$ cat config.mk
export PLATFORM = sky130hd
export DESIGN_NAME = alb_mw_ctrl_flat
export DESIGN_NICKNAME = d
export VERILOG_FILES = /design/src/rtl/alb_mw_ctrl_if.sv /design/src/rtl/alb_mw_ctrl.sv /design/src/flat_wrapper.sv
export SDC_FILE = /design/constraint.sdc
export NUM_CORES = 1
export LEC_CHECK = 0
export CAP_MARGIN = 0
export CORE_MARGIN = 2
export CORE_UTILIZATION = 30
export DETAILED_ROUTE_END_ITERATION = 6
export SYNTH_ARGS = -nofsm -noshare
export SYNTH_HDL_FRONTEND = slang
export SYNTH_SLANG_ARGS = --single-unit
export TNS_END_PERCENT = 10
$ cat constraint.sdc
create_clock -name clk -period 5.6 [get_ports clk]
set_input_delay 0.84 -clock clk [delete_from_list [all_inputs] [get_ports clk]]
set_output_delay 0.84 -clock clk [all_outputs]
set_load 0.03 [all_outputs]
$ cat src/rtl/alb_mw_ctrl_if.sv
// Request/result and ALB-slice signal bundle for the multi-word ALB sequencer.
// master = environment (requester + ALB), slave = alb_mw_ctrl.
interface alb_mw_ctrl_if #(
  parameter int DATA_WIDTH = 8,
  parameter int NUM_WORDS  = 4
);
  localparam int OW = DATA_WIDTH * NUM_WORDS;

  logic                  start;
  logic                  ready;
  logic [1:0]            op;
  logic [OW-1:0]         opa;
  logic [OW-1:0]         opb;
  logic                  cin;

  logic [DATA_WIDTH-1:0] alb_a;
  logic [DATA_WIDTH-1:0] alb_b;
  logic                  alb_ci;
  logic [1:0]            alb_i;
  logic [DATA_WIDTH-1:0] alb_f;
  logic                  alb_co;
  logic                  alb_vo;
  logic                  alb_no;
  logic                  alb_zo;

  logic [OW-1:0]         res;
  logic                  res_co;
  logic                  res_vo;
  logic                  res_no;
  logic                  res_zo;
  logic                  res_valid;
  logic                  res_ready;

  modport master (
    output start, op, opa, opb, cin, res_ready,
    output alb_f, alb_co, alb_vo, alb_no, alb_zo,
    input  ready, alb_a, alb_b, alb_ci, alb_i,
    input  res, res_co, res_vo, res_no, res_zo, res_valid
  );

  modport slave (
    input  start, op, opa, opb, cin, res_ready,
    input  alb_f, alb_co, alb_vo, alb_no, alb_zo,
    output ready, alb_a, alb_b, alb_ci, alb_i,
    output res, res_co, res_vo, res_no, res_zo, res_valid
  );
endinterface

$ cat src/rtl/alb_mw_ctrl.sv
// Multi-word sequencer for a DATA_WIDTH-bit ALB: feeds operand slices low word
// first, chains the carry, and reassembles the full-width result and flags.
module alb_mw_ctrl #(
  parameter int DATA_WIDTH = 8,
  parameter int NUM_WORDS  = 4
) (
  input  logic         clk,
  input  logic         reset,
  alb_mw_ctrl_if.slave bus
);
  localparam int OW = DATA_WIDTH * NUM_WORDS;
  localparam int IW = (NUM_WORDS > 1) ? $clog2(NUM_WORDS) : 1;
  localparam logic [IW-1:0] LAST_IDX = IW'(NUM_WORDS - 1);

  typedef enum logic [1:0] {
    IDLE  = 2'd0,
    ISSUE = 2'd1,
    RUN   = 2'd2,
    DONE  = 2'd3
  } state_t;

  state_t          state_q, state_d;
  logic [IW-1:0]   idx_q, idx_d;
  logic [1:0]      op_q, op_d;
  logic [OW-1:0]   opa_q, opa_d;
  logic [OW-1:0]   opb_q, opb_d;
  logic            cin_q, cin_d;
  logic [OW-1:0]   res_q, res_d;
  logic            co_q, co_d;
  logic            vo_q, vo_d;
  logic            no_q, no_d;
  logic            zo_q, zo_d;
  logic [1:0]      alb_i_q, alb_i_d;

  logic                  arith_s;
  logic                  last_s;
  logic [DATA_WIDTH-1:0] alb_a_s;
  logic [DATA_WIDTH-1:0] alb_b_s;
  logic                  alb_ci_s;

  function automatic logic [DATA_WIDTH-1:0] word_of(input logic [OW-1:0] v, input int k);
    return v[k*DATA_WIDTH +: DATA_WIDTH];
  endfunction

  // ops 01 and 11 are the carry-chained ones; 00 and 10 are bitwise
  assign arith_s = op_q[0];
  assign last_s  = (state_q == RUN) && (idx_q == LAST_IDX);

  // Next-state and datapath capture
  always_comb begin
    state_d = state_q;
    idx_d   = idx_q;
    op_d    = op_q;
    opa_d   = opa_q;
    opb_d   = opb_q;
    cin_d   = cin_q;
    res_d   = res_q;
    co_d    = co_q;
    vo_d    = vo_q;
    no_d    = no_q;
    zo_d    = zo_q;
    alb_i_d = alb_i_q;
    case (state_q)
      IDLE: begin
        if (bus.start) begin
          op_d    = bus.op;
          opa_d   = bus.opa;
          opb_d   = bus.opb;
          cin_d   = bus.cin;
          alb_i_d = bus.op;
          idx_d   = {IW{1'b0}};
          res_d   = {OW{1'b0}};
          co_d    = 1'b0;
          vo_d    = 1'b0;
          no_d    = 1'b0;
          zo_d    = 1'b1;
          state_d = ISSUE;
        end else begin
          state_d = IDLE;
        end
      end
      ISSUE: begin
        state_d = RUN;
      end
      RUN: begin
        res_d[int'(idx_q)*DATA_WIDTH +: DATA_WIDTH] = bus.alb_f;
        zo_d = zo_q & bus.alb_zo;
        if (last_s) begin
          // carry/overflow of a bitwise op carry no meaning and are forced low
          co_d  = arith_s & bus.alb_co;
          vo_d  = arith_s & bus.alb_vo;
          no_d  = bus.alb_no;
          idx_d = {IW{1'b0}};
          if (bus.res_ready) begin
            state_d = IDLE;
          end else begin
            state_d = DONE;
          end
        end else begin
          idx_d   = idx_q + {{(IW-1){1'b0}}, 1'b1};
          state_d = RUN;
        end
      end
      DONE: begin
        if (bus.res_ready) begin
          state_d = IDLE;
        end else begin
          state_d = DONE;
        end
      end
      default: begin
        state_d = IDLE;
      end
    endcase
  end

  // Slice drive towards the ALB; the carry is passed straight through in RUN
  always_comb begin
    alb_a_s  = {DATA_WIDTH{1'b0}};
    alb_b_s  = {DATA_WIDTH{1'b0}};
    alb_ci_s = 1'b0;
    case (state_q)
      ISSUE: begin
        alb_a_s  = word_of(opa_q, 0);
        alb_b_s  = word_of(opb_q, 0);
        alb_ci_s = arith_s & cin_q;
      end
      RUN: begin
        if (!last_s) begin
          alb_a_s  = word_of(opa_q, int'(idx_q) + 1);
          alb_b_s  = word_of(opb_q, int'(idx_q) + 1);
          alb_ci_s = arith_s & bus.alb_co;
        end else begin
          alb_a_s  = {DATA_WIDTH{1'b0}};
          alb_b_s  = {DATA_WIDTH{1'b0}};
          alb_ci_s = 1'b0;
        end
      end
      default: begin
        alb_a_s  = {DATA_WIDTH{1'b0}};
        alb_b_s  = {DATA_WIDTH{1'b0}};
        alb_ci_s = 1'b0;
      end
    endcase
  end

  // State and datapath registers
  always_ff @(posedge clk or negedge reset) begin
    if (!reset) begin
      state_q <= IDLE;
      idx_q   <= {IW{1'b0}};
      op_q    <= 2'b00;
      opa_q   <= {OW{1'b0}};
      opb_q   <= {OW{1'b0}};
      cin_q   <= 1'b0;
      res_q   <= {OW{1'b0}};
      co_q    <= 1'b0;
      vo_q    <= 1'b0;
      no_q    <= 1'b0;
      zo_q    <= 1'b0;
      alb_i_q <= 2'b00;
    end else begin
      state_q <= state_d;
      idx_q   <= idx_d;
      op_q    <= op_d;
      opa_q   <= opa_d;
      opb_q   <= opb_d;
      cin_q   <= cin_d;
      res_q   <= res_d;
      co_q    <= co_d;
      vo_q    <= vo_d;
      no_q    <= no_d;
      zo_q    <= zo_d;
      alb_i_q <= alb_i_d;
    end
  end

  // The last slice is presented live in its own cycle so the result appears
  // NUM_WORDS cycles after accept; DONE then replays the captured copy.
  assign bus.ready     = (state_q == IDLE);
  assign bus.res_valid = last_s || (state_q == DONE);
  assign bus.res       = last_s ? res_d : res_q;
  assign bus.res_co    = last_s ? co_d  : co_q;
  assign bus.res_vo    = last_s ? vo_d  : vo_q;
  assign bus.res_no    = last_s ? no_d  : no_q;
  assign bus.res_zo    = last_s ? zo_d  : zo_q;
  assign bus.alb_a     = alb_a_s;
  assign bus.alb_b     = alb_b_s;
  assign bus.alb_ci    = alb_ci_s;
  assign bus.alb_i     = alb_i_q;

endmodule

$ cat src/flat_wrapper.sv
// flat-port wrapper written by rule: the top's interface ports become plain ports
module alb_mw_ctrl_flat 
#(
  parameter int DATA_WIDTH = 8,
  parameter int NUM_WORDS  = 4
)
  (clk, reset, bus_start, bus_op, bus_opa, bus_opb, bus_cin, bus_res_ready, bus_alb_f, bus_alb_co, bus_alb_vo, bus_alb_no, bus_alb_zo, bus_ready, bus_alb_a, bus_alb_b, bus_alb_ci, bus_alb_i, bus_res, bus_res_co, bus_res_vo, bus_res_no, bus_res_zo, bus_res_valid);
  alb_mw_ctrl_if #(.DATA_WIDTH(DATA_WIDTH), .NUM_WORDS(NUM_WORDS)) bus_i ();
  input  logic clk;
  input  logic reset;
  input wire logic [$bits(bus_i.start)-1:0] bus_start;
  input wire logic [$bits(bus_i.op)-1:0] bus_op;
  input wire logic [$bits(bus_i.opa)-1:0] bus_opa;
  input wire logic [$bits(bus_i.opb)-1:0] bus_opb;
  input wire logic [$bits(bus_i.cin)-1:0] bus_cin;
  input wire logic [$bits(bus_i.res_ready)-1:0] bus_res_ready;
  input wire logic [$bits(bus_i.alb_f)-1:0] bus_alb_f;
  input wire logic [$bits(bus_i.alb_co)-1:0] bus_alb_co;
  input wire logic [$bits(bus_i.alb_vo)-1:0] bus_alb_vo;
  input wire logic [$bits(bus_i.alb_no)-1:0] bus_alb_no;
  input wire logic [$bits(bus_i.alb_zo)-1:0] bus_alb_zo;
  output wire logic [$bits(bus_i.ready)-1:0] bus_ready;
  output wire logic [$bits(bus_i.alb_a)-1:0] bus_alb_a;
  output wire logic [$bits(bus_i.alb_b)-1:0] bus_alb_b;
  output wire logic [$bits(bus_i.alb_ci)-1:0] bus_alb_ci;
  output wire logic [$bits(bus_i.alb_i)-1:0] bus_alb_i;
  output wire logic [$bits(bus_i.res)-1:0] bus_res;
  output wire logic [$bits(bus_i.res_co)-1:0] bus_res_co;
  output wire logic [$bits(bus_i.res_vo)-1:0] bus_res_vo;
  output wire logic [$bits(bus_i.res_no)-1:0] bus_res_no;
  output wire logic [$bits(bus_i.res_zo)-1:0] bus_res_zo;
  output wire logic [$bits(bus_i.res_valid)-1:0] bus_res_valid;
  assign bus_i.start = bus_start;
  assign bus_i.op = bus_op;
  assign bus_i.opa = bus_opa;
  assign bus_i.opb = bus_opb;
  assign bus_i.cin = bus_cin;
  assign bus_i.res_ready = bus_res_ready;
  assign bus_i.alb_f = bus_alb_f;
  assign bus_i.alb_co = bus_alb_co;
  assign bus_i.alb_vo = bus_alb_vo;
  assign bus_i.alb_no = bus_alb_no;
  assign bus_i.alb_zo = bus_alb_zo;
  assign bus_ready = bus_i.ready;
  assign bus_alb_a = bus_i.alb_a;
  assign bus_alb_b = bus_i.alb_b;
  assign bus_alb_ci = bus_i.alb_ci;
  assign bus_alb_i = bus_i.alb_i;
  assign bus_res = bus_i.res;
  assign bus_res_co = bus_i.res_co;
  assign bus_res_vo = bus_i.res_vo;
  assign bus_res_no = bus_i.res_no;
  assign bus_res_zo = bus_i.res_zo;
  assign bus_res_valid = bus_i.res_valid;
  alb_mw_ctrl #(.DATA_WIDTH(DATA_WIDTH), .NUM_WORDS(NUM_WORDS)) u_core (.clk(clk), .reset(reset), .bus(bus_i));
endmodule
* Word level (Yosys, flattened, before mapping)
Cells that the tools add are included.
** Storage, ports and cells
- Memory bits (writable) :: 0
- Word-level logic and storage cells :: 65
- Memory bits (read-only) :: 0
- Output and inout port bits :: 57
- Bits in registers :: 107
- Memories :: 0
- Input port bits :: 83
- Latch bits :: 0
** Cells by class
- Shift operators :: 4
- Divide/modulo/power cells :: 0
- Eq/ne operators :: 5
- Multiply operators :: 0
- Reductions and logical operators :: 6
- Multiplexer cells :: 32
- $add $sub $neg :: 3
- Bitwise gates (word level) :: 4
- Order comparisons :: 0
** Operator list (count)
- $mux 32 :: 2
- $pmux 32 s2 :: 1
- $shiftx 32x32->8 :: 2
- $neg 5->33 :: 1
- $shift 8x33->32 const A :: 1
- $shiftx 8x33->32 :: 1
- $bwmux 32 :: 1
- $pmux 8 s2 :: 2
- $mux 8 :: 2
- $mux 1 :: 13
- $pmux 1 s2 :: 5
- $mux 2 :: 4
- $pmux 2 s4 :: 1
- $eq 2x2->1 const B :: 3
- $and 1x1->1 :: 4
- $pmux 2 s2 :: 1
- $reduce_and 2->1 :: 2
- $add 2x1->3 const B :: 1
- $add 2x1->2 const B :: 1
- $eq 2x1->1 const B :: 1
- $logic_not 2->1 :: 1
- $ne 2x2->1 const B :: 1
- $reduce_bool 2->1 :: 1
- $logic_and 1x1->1 :: 1
- $logic_or 1x1->1 :: 1

* Longest topological paths before layout
Gate-level depths: netlist of the first run.
- Depth after elaboration :: 5
- Depth in mapped cells :: 7
- Mapped depth without buffers :: 5

* Worst setup path after synthesis of the first run
No wires, ideal clock.
- Path type :: reg-to-output
- Start point :: register u_core.idx_q[0]
- End point :: output bus_res[16]
- Path buffers :: 0
- Arrival :: 1.903 ns
- Stages on the path, launching flop included :: 6
- Slack :: 2.857 ns
- Path through :: dfrtp_1 -> inv_1 -> ha_1 -> nand4bb_1 -> nor3_4 -> a22o_1
** Between the ends
- Cells in the longest elaborated chain, start to end :: 5
- Elaborated cells on any way between the ends :: 8
- Classes of those cells :: add/sub: 1; eq/ne: 1; shift: 2; mux: 3; reduce/logical: 1
** Ends and longest elaborated chain
- from (decl) :: line alb_mw_ctrl.sv:23 : logic [IW-1:0] idx_q, idx_d;
- from (signal assigned) :: line alb_mw_ctrl.sv:151 : idx_q <= {IW{1'b0}};
- from (signal assigned) :: line alb_mw_ctrl.sv:164 : idx_q <= idx_d;
- $neg 5->33 :: line alb_mw_ctrl.sv:86 : res_d[int'(idx_q)*DATA_WIDTH +: DATA_WIDTH] = bus.alb_f;
- $shiftx 8x33->32 or $shift 8x33->32 (tied branches) :: line alb_mw_ctrl.sv:86
- $bwmux 32 :: line alb_mw_ctrl.sv:86
- $pmux 32 s2 :: line alb_mw_ctrl.sv:63 : case (state_q)
- $mux 32 * :: line alb_mw_ctrl.sv:182 : assign bus.res = last_s ? res_d : res_q;
- to (decl) :: line flat_wrapper.sv:27 : output wire logic [$bits(bus_i.res)-1:0] bus_res;
Every way passes the cells marked *; elsewhere a longest branch is shown, timed or not.

* Final worst setup path of the first run
- Start point :: register u_core.idx_q[0]
- End point :: output bus_res[10]
Same word-level chain as after synthesis.

==> results of run 1 <==
-- how the worst min path moves through the flow --
stage / end / slack, ns / cells past startpoint
after CTS: u_core.co_q / 0.50 / 1
after floorplan: u_core.co_q / 0.47 / 1
after global placement: u_core.vo_q / 0.48 / 1
after detailed placement: u_core.co_q / 0.49 / 1
after global routing: u_core.co_q / 0.51 / 1
final: u_core.res_q[13] / 0.50 / 1
-- layout by cell type (no fill, tap or decap), types with 2 or more instances in the layout --
cell,count
a22o_1,66
o21ai_1,3
dfrtp_1,107
mux2_2,68
nor3_2,3
nand2_1,4
nand4bb_1,2
clkbuf_16,9
inv_1,6
nand2b_1,3
a221o_1,17
and2_1,2
nor2_1,21
nand2_2,2
nor4_4,2
clkbuf_8,3
ha_1,9
a32o_1,4
buf_4,5
clkdlybuf4s50_1,138
o21ai_0,8
nand3_1,5
mux2i_1,16
-- layer usage --
metal  up-vias  track usage  wire length [um]  part of all wire
li1       1718            -                 -                 -
met1      1864        0.190              5640              0.42
met2       144        0.259              6470              0.48
met3        11       0.0484              1220             0.090
met4         0       0.0491               172             0.013
met5         -            0                 0                 0
-- registers in the layout (all words and copies together), names as in the netlist --
| signal | count |
|---|---|
| u_core.cin_q | 1 |
| u_core.co_q | 1 |
| u_core.idx_q | 2 |
| u_core.no_q | 1 |
| u_core.op_q | 2 |
| u_core.opa_q | 32 |
| u_core.opb_q | 32 |
| u_core.res_q | 32 |
| u_core.state_q | 2 |
| u_core.vo_q | 1 |
| u_core.zo_q | 1 |
-- cell type report --
cell class | count | area [um2] | share of cell area
Inverter | 7 | 26.3 | 0.00378
Clock inverter | 3 | 43.8 | 0.00631
Timing Repair Buffer | 143 | 1420 | 0.204
Clock buffer | 13 | 270 | 0.0389
Tap cell | 220 | 275 | 0.0396
Sequential cell | 107 | 2680 | 0.386
Multi-Input combinational cell | 244 | 2230 | 0.321
-- report_power, final --
part	switching, uW	internal, uW
clock network	281	385
registers	157	1060
logic	657	628
total	1100	2080
-- worst max-delay path, stage by stage, from the launching register on --
cell and delay, ns:
dfrtp_1 0.35, buf_4 0.37, inv_1 0.27, ha_1 0.60
nand4b_1 0.28, nor2_1 0.32, a22o_1 0.20, clkdlybuf4s50_1 0.67
-- cells by family (layout without fill, tap and decap cells) --
kind of cell | count (synthesis) | count (layout)
AOI/OAI and AO/OA | 101 | 101
DFF | 107 | 107
buffers and inverters | 33 | 166
muxes | 84 | 84
and+or+nand+nor | 50 | 50
adders and majority gates | 9 | 9
-- per-stage QoR --
| step | instances | setup WS, ns |
|---|---|---|
| final | 737 | 1.34 |
| after global routing | 737 | 1.12 |
| after CTS | 737 | 1.31 |
| after detailed placement | 721 | 1.68 |
| after global placement | 721 | 1.78 |
| after floorplan | 384 | 2.86 |
==> results.json, run 1 <==
{
  "run_status": "complete, no violations",
  "layout_min_cycle_time_ns": 4.26,
  "finish.utilization": 0.420,
  "cts-root-buf": "clkbuf_16",
  "fin_nets": 604,
  "critPathLaunch": "u_core.idx_q[0]",
  "synth_area_leaders": "dfrtp_1 (53%), mux2_2 (15%), a22o_1 (11%)",
  "grt_pass1_vias": 3909,
  "arrival_ns": 3.42,
  "synth_fp_nets": 476,
  "synth_xor_area_frac": 0,
  "period_share": 0.761,
  "tns_ns": 0,
  "cts_sinks": 107,
  "syn-cell-area_um2": 5060,
  "place_congestion": 0.801,
  "finClkSkew_ns": 0.00697,
  "synth-edff-count": 0,
  "drc": 0,
  "cts_tree": "done",
  "clk_path_buf_depth": 2,
  "netlist.area_leader.share": 0.529,
  "synth-adder-area-share": 0.0223,
  "wl_per_cell_um": 18.3,
  "r2r_setup_slack_ns": 3.17,
  "ys_seq_elements": 107,
  "syn_to_final_growth_pct": 37.3,
  "path_max_fanout": 22,
  "antenna_found_initial": 0,
  "rsz0062_at_grt": "no",
  "yosys_warnings": 0,
  "synth_top_family_by_area": "multiplexers",
  "cts_buffers": 9,
  "yosysMostFrequentCell": "dfrtp_1",
  "power_density_nw_per_um2": 457,
  "htreeDepth": 3,
  "slew_violations": 0,
  "rr_startpoint": "u_core.idx_q[0]",
  "ir_worst_vdd_mv": 0.230,
  "synth-compound-area-share": 0.171,
  "grt_overflow": 0,
  "diodes": 0,
  "routed_via_density": 5.07,
  "startpoint_type": "flip-flop",
  "hp-class": "input pin to async pin",
  "holdWs_ns": 0.499,
  "yosysTopAreaCell": "dfrtp_1",
  "setup_viol_count_final": 0,
  "die_w_um": 134,
  "cp_data_required_time_ns": 4.76,
  "start_util": 0.306,
  "core_area_um2": 16500,
  "dieHeight_um": 134,
  "post_cts_resized": 0,
  "end_kind": "output port",
  "boundaryPins": 140,
  "crit_end": "bus_res[10]",
  "die_area_um2": 17900,
  "yosys-top-cells-count": "dfrtp_1 (107), mux2_2 (68), a22o_1 (66), nor2_1 (21), a221o_1 (17)",
  "avgSynthCellArea_um2": 13.2,
  "cts_setup_buffers": 0,
  "synthMuxAreaShare": 0.183,
  "io_buffer_count": 139,
  "finalHoldViolations": 0,
  "wirelength_mm": 13.5,
  "reg2regPathDepth": 6,
  "seq_area_frac_synth": 0.529,
  "drv_cap": 0,
  "power_uw": 3170,
  "drt_iter0_markers": 172,
  "drtPass1Iterations": 4,
  "ant_nets": 0,
  "grt_pass1_wl_mm": 21.6,
  "crit_type": "flip-flop to output port",
  "grt_max_degree": 62,
  "ys_types": 35,
  "clk_latency_ns": 0.35,
  "placed_area_um2": 6630,
  "synthCells": 384,
  "vias": 3737,
  "async_flop_share": 1.00,
  "drive_above_1_share": 0.193,
  "grtUsageTotal": 0.154,
  "synth-main-ff-cell": "dfrtp_1",
  "max_freq_ghz": 0.235,
  "relSlewSlack": 0.425,
  "tightest_slew_ns": 0.858,
  "fill_cells": 1557,
  "p_leak_uw": 0.00285,
  "fp-row-count": 47,
  "path_clk_slew_ns": 0.07,
  "r2r_end": "u_core.res_q[10]",
  "hpwl_mm": 9.75,
  "yosys.area_share.simple": 0.0648,
  "holdBufCountCts": 0,
  "design_area_um2": 6940
}
(Power assumes the default switching activity.)
==> run 2, diff against run 1 <==
==> constraint.sdc (replaced) <==
create_clock -name clk -period 3.9 [get_ports clk]
set_input_delay 0.585 -clock clk [delete_from_list [all_inputs] [get_ports clk]]
set_output_delay 0.585 -clock clk [all_outputs]
set_load 0.03 [all_outputs]
==> run 2 against run 1 <==
Net effect: register-to-register slack got worse by 1.8 ns; clock-buffer cell count decreased by 3; setup slack got worse by 1.0 ns.
==> results.json, run 2 (synthesis results as in run 1) <==
{
  "run_status": "complete, no violations",
  "rsz0062_at_grt": "no",
  "cts_sinks": 107,
  "arrival_ns": 2.99,
  "drc": 0,
  "io_buffer_count": 139,
  "max_freq_ghz": 0.280,
  "cp_common_cell": "buf_4",
  "layout_commonest_cell": "dfrtp_1",
  "rr_startpoint": "u_core.idx_q[0]",
  "drtPass1Iterations": 4,
  "pre_cts_slack_ns": 0.684,
  "fill_cells": 1567,
  "seqCellArea_um2": 2680,
  "layout_setup_ws_ns": 0.329,
  "cts-root-buf": "clkbuf_16",
  "grt_overflow": 0,
  "start_util": 0.306,
  "syn_to_final_growth_pct": 34.9,
  "diodes": 0,
  "cts_tree": "done",
  "layout_common_cells": "dfrtp_1 (107), clkdlybuf4s50_1 (88), mux2_2 (68), a22o_1 (66), buf_4 (57)",
  "multi_input_area_um2": 2230,
  "ir_worst_vdd_mv": 0.314,
  "post_cts_resized": 0,
  "cts_setup_buffers": 0,
  "p_leak_uw": 0.00295,
  "crit_end": "bus_res[14]",
  "period_share": 0.916,
  "r2r_end": "u_core.res_q[9]",
  "drt_iter0_markers": 193,
  "crit_chain": "buf_4, inv_1, ha_1, nand4b_1, nor3_2, a22o_1, buf_4",
  "cts_buffers": 9,
  "dp_cells": 723,
  "finClkSkew_ns": 0.00620,
  "startpoint_type": "flip-flop",
  "slew_violations": 0,
  "tightest_slew_ns": 1.10,
  "fp-row-count": 47,
  "holdWs_ns": 0.412,
  "dieHeight_um": 134,
  "tns_ns": 0,
  "holdBufCountCts": 0,
  "ant_nets": 0,
  "path_clk_slew_ns": 0.07,
  "wl_per_cell_um": 18.3,
  "drv_cap": 0,
  "critPathSlowestCell": "ha_1",
  "clk_latency_ns": 0.35,
  "grtUsageTotal": 0.155,
  "htreeDepth": 3,
  "critPathLaunch": "u_core.idx_q[0]",
  "grt_pass1_wl_mm": 21.5,
  "antenna_found_initial": 0,
  "place_congestion": 0.776,
  "relSlewSlack": 0.264,
  "design_area_um2": 6820,
  "grt_pass1_vias": 3880,
  "grt_max_degree": 87,
  "power_density_nw_per_um2": 658,
  "finalHoldViolations": 0,
  "hp-class": "input pin to async pin",
  "cp_data_required_time_ns": 3.31,
  "die_area_um2": 17900,
  "layout_min_cycle_time_ns": 3.57,
  "stdcell_count": 739,
  "drive_above_1_share": 0.295,
  "fin_nets": 606,
  "hpwl_mm": 9.55,
  "die_w_um": 134,
  "boundaryPins": 140,
  "clk_path_buf_depth": 2,
  "setup_viol_count_final": 0,
  "routed_via_density": 5.03,
  "core_area_um2": 16500,
  "critPathMaxStageDelay_ns": 0.61,
  "vias": 3720,
  "biggestRegsByFlops": "u_core.opa_q (32), u_core.opb_q (32), u_core.res_q (32)",
  "wirelength_mm": 13.5,
  "crit_type": "flip-flop to output port",
  "reg2regPathDepth": 6,
  "path_max_fanout": 22,
  "placed_area_um2": 6520,
  "end_kind": "output port",
  "r2r_setup_slack_ns": 1.40
}
==> run 2: report_power, final <==
part	leakage, uW	internal (uW)	switching, uW
sequential	0.00133	1530	226
combinational	0.00147	867	949
clock	0.000148	515	410
total	0.00295	2910	1580
==> run 2: worst min path at each step <==
| stage | from | to | slack (ns) | cells past startpoint |
|---|---|---|---|---|
| CTS | reset | u_core.res_q[19] | 0.49 | 1 |
| finish | reset | u_core.res_q[19] | 0.41 | 1 |
| detailed placement | u_core.res_q[24] | u_core.res_q[24] | 0.48 | 1 |
| floorplan | reset | u_core.cin_q | 0.29 | 0 |
| global route | u_core.co_q | u_core.co_q | 0.51 | 1 |
| global placement | u_core.co_q | u_core.co_q | 0.48 | 1 |
==> run 2: worst max-delay path, delay by kind of cell (launching register included) <==
family,cells,cell delay (ns)
AO/OA/AOI/OAI,1,0.21
adder cells (fa/ha/maj),1,0.61
buffers and inverters,3,0.84
flip-flops,1,0.36
AND/OR/NAND/NOR,2,0.62
==> run 2: layer usage <==
layer  global-route usage  vias up  wire [um]  share of wire
met5                    0        -          0              0
met4               0.0567        0        147          0.011
met3               0.0472       10       1000          0.074
met2                0.252      131       6450           0.48
met1                0.195     1860       5900           0.44
li1                     -     1719          -              -
==> run 2: cell type report <==
class,count,share of cell area
clock buffers,10,0.0350
inverters,7,0.00385
clock inverters,6,0.00953
well taps,220,0.0403
flip-flops and latches,107,0.392
repair buffers,145,0.192
multi-input cells,244,0.327
==> run 2: stage by stage <==
stage / utilization / power, uW
after detailed placement: 0.395 / 3610
after global placement: 0.395 / 3560
after global routing: 0.413 / 4770
after CTS: 0.413 / 4560
after floorplan: - / 3010
final: 0.413 / 4490
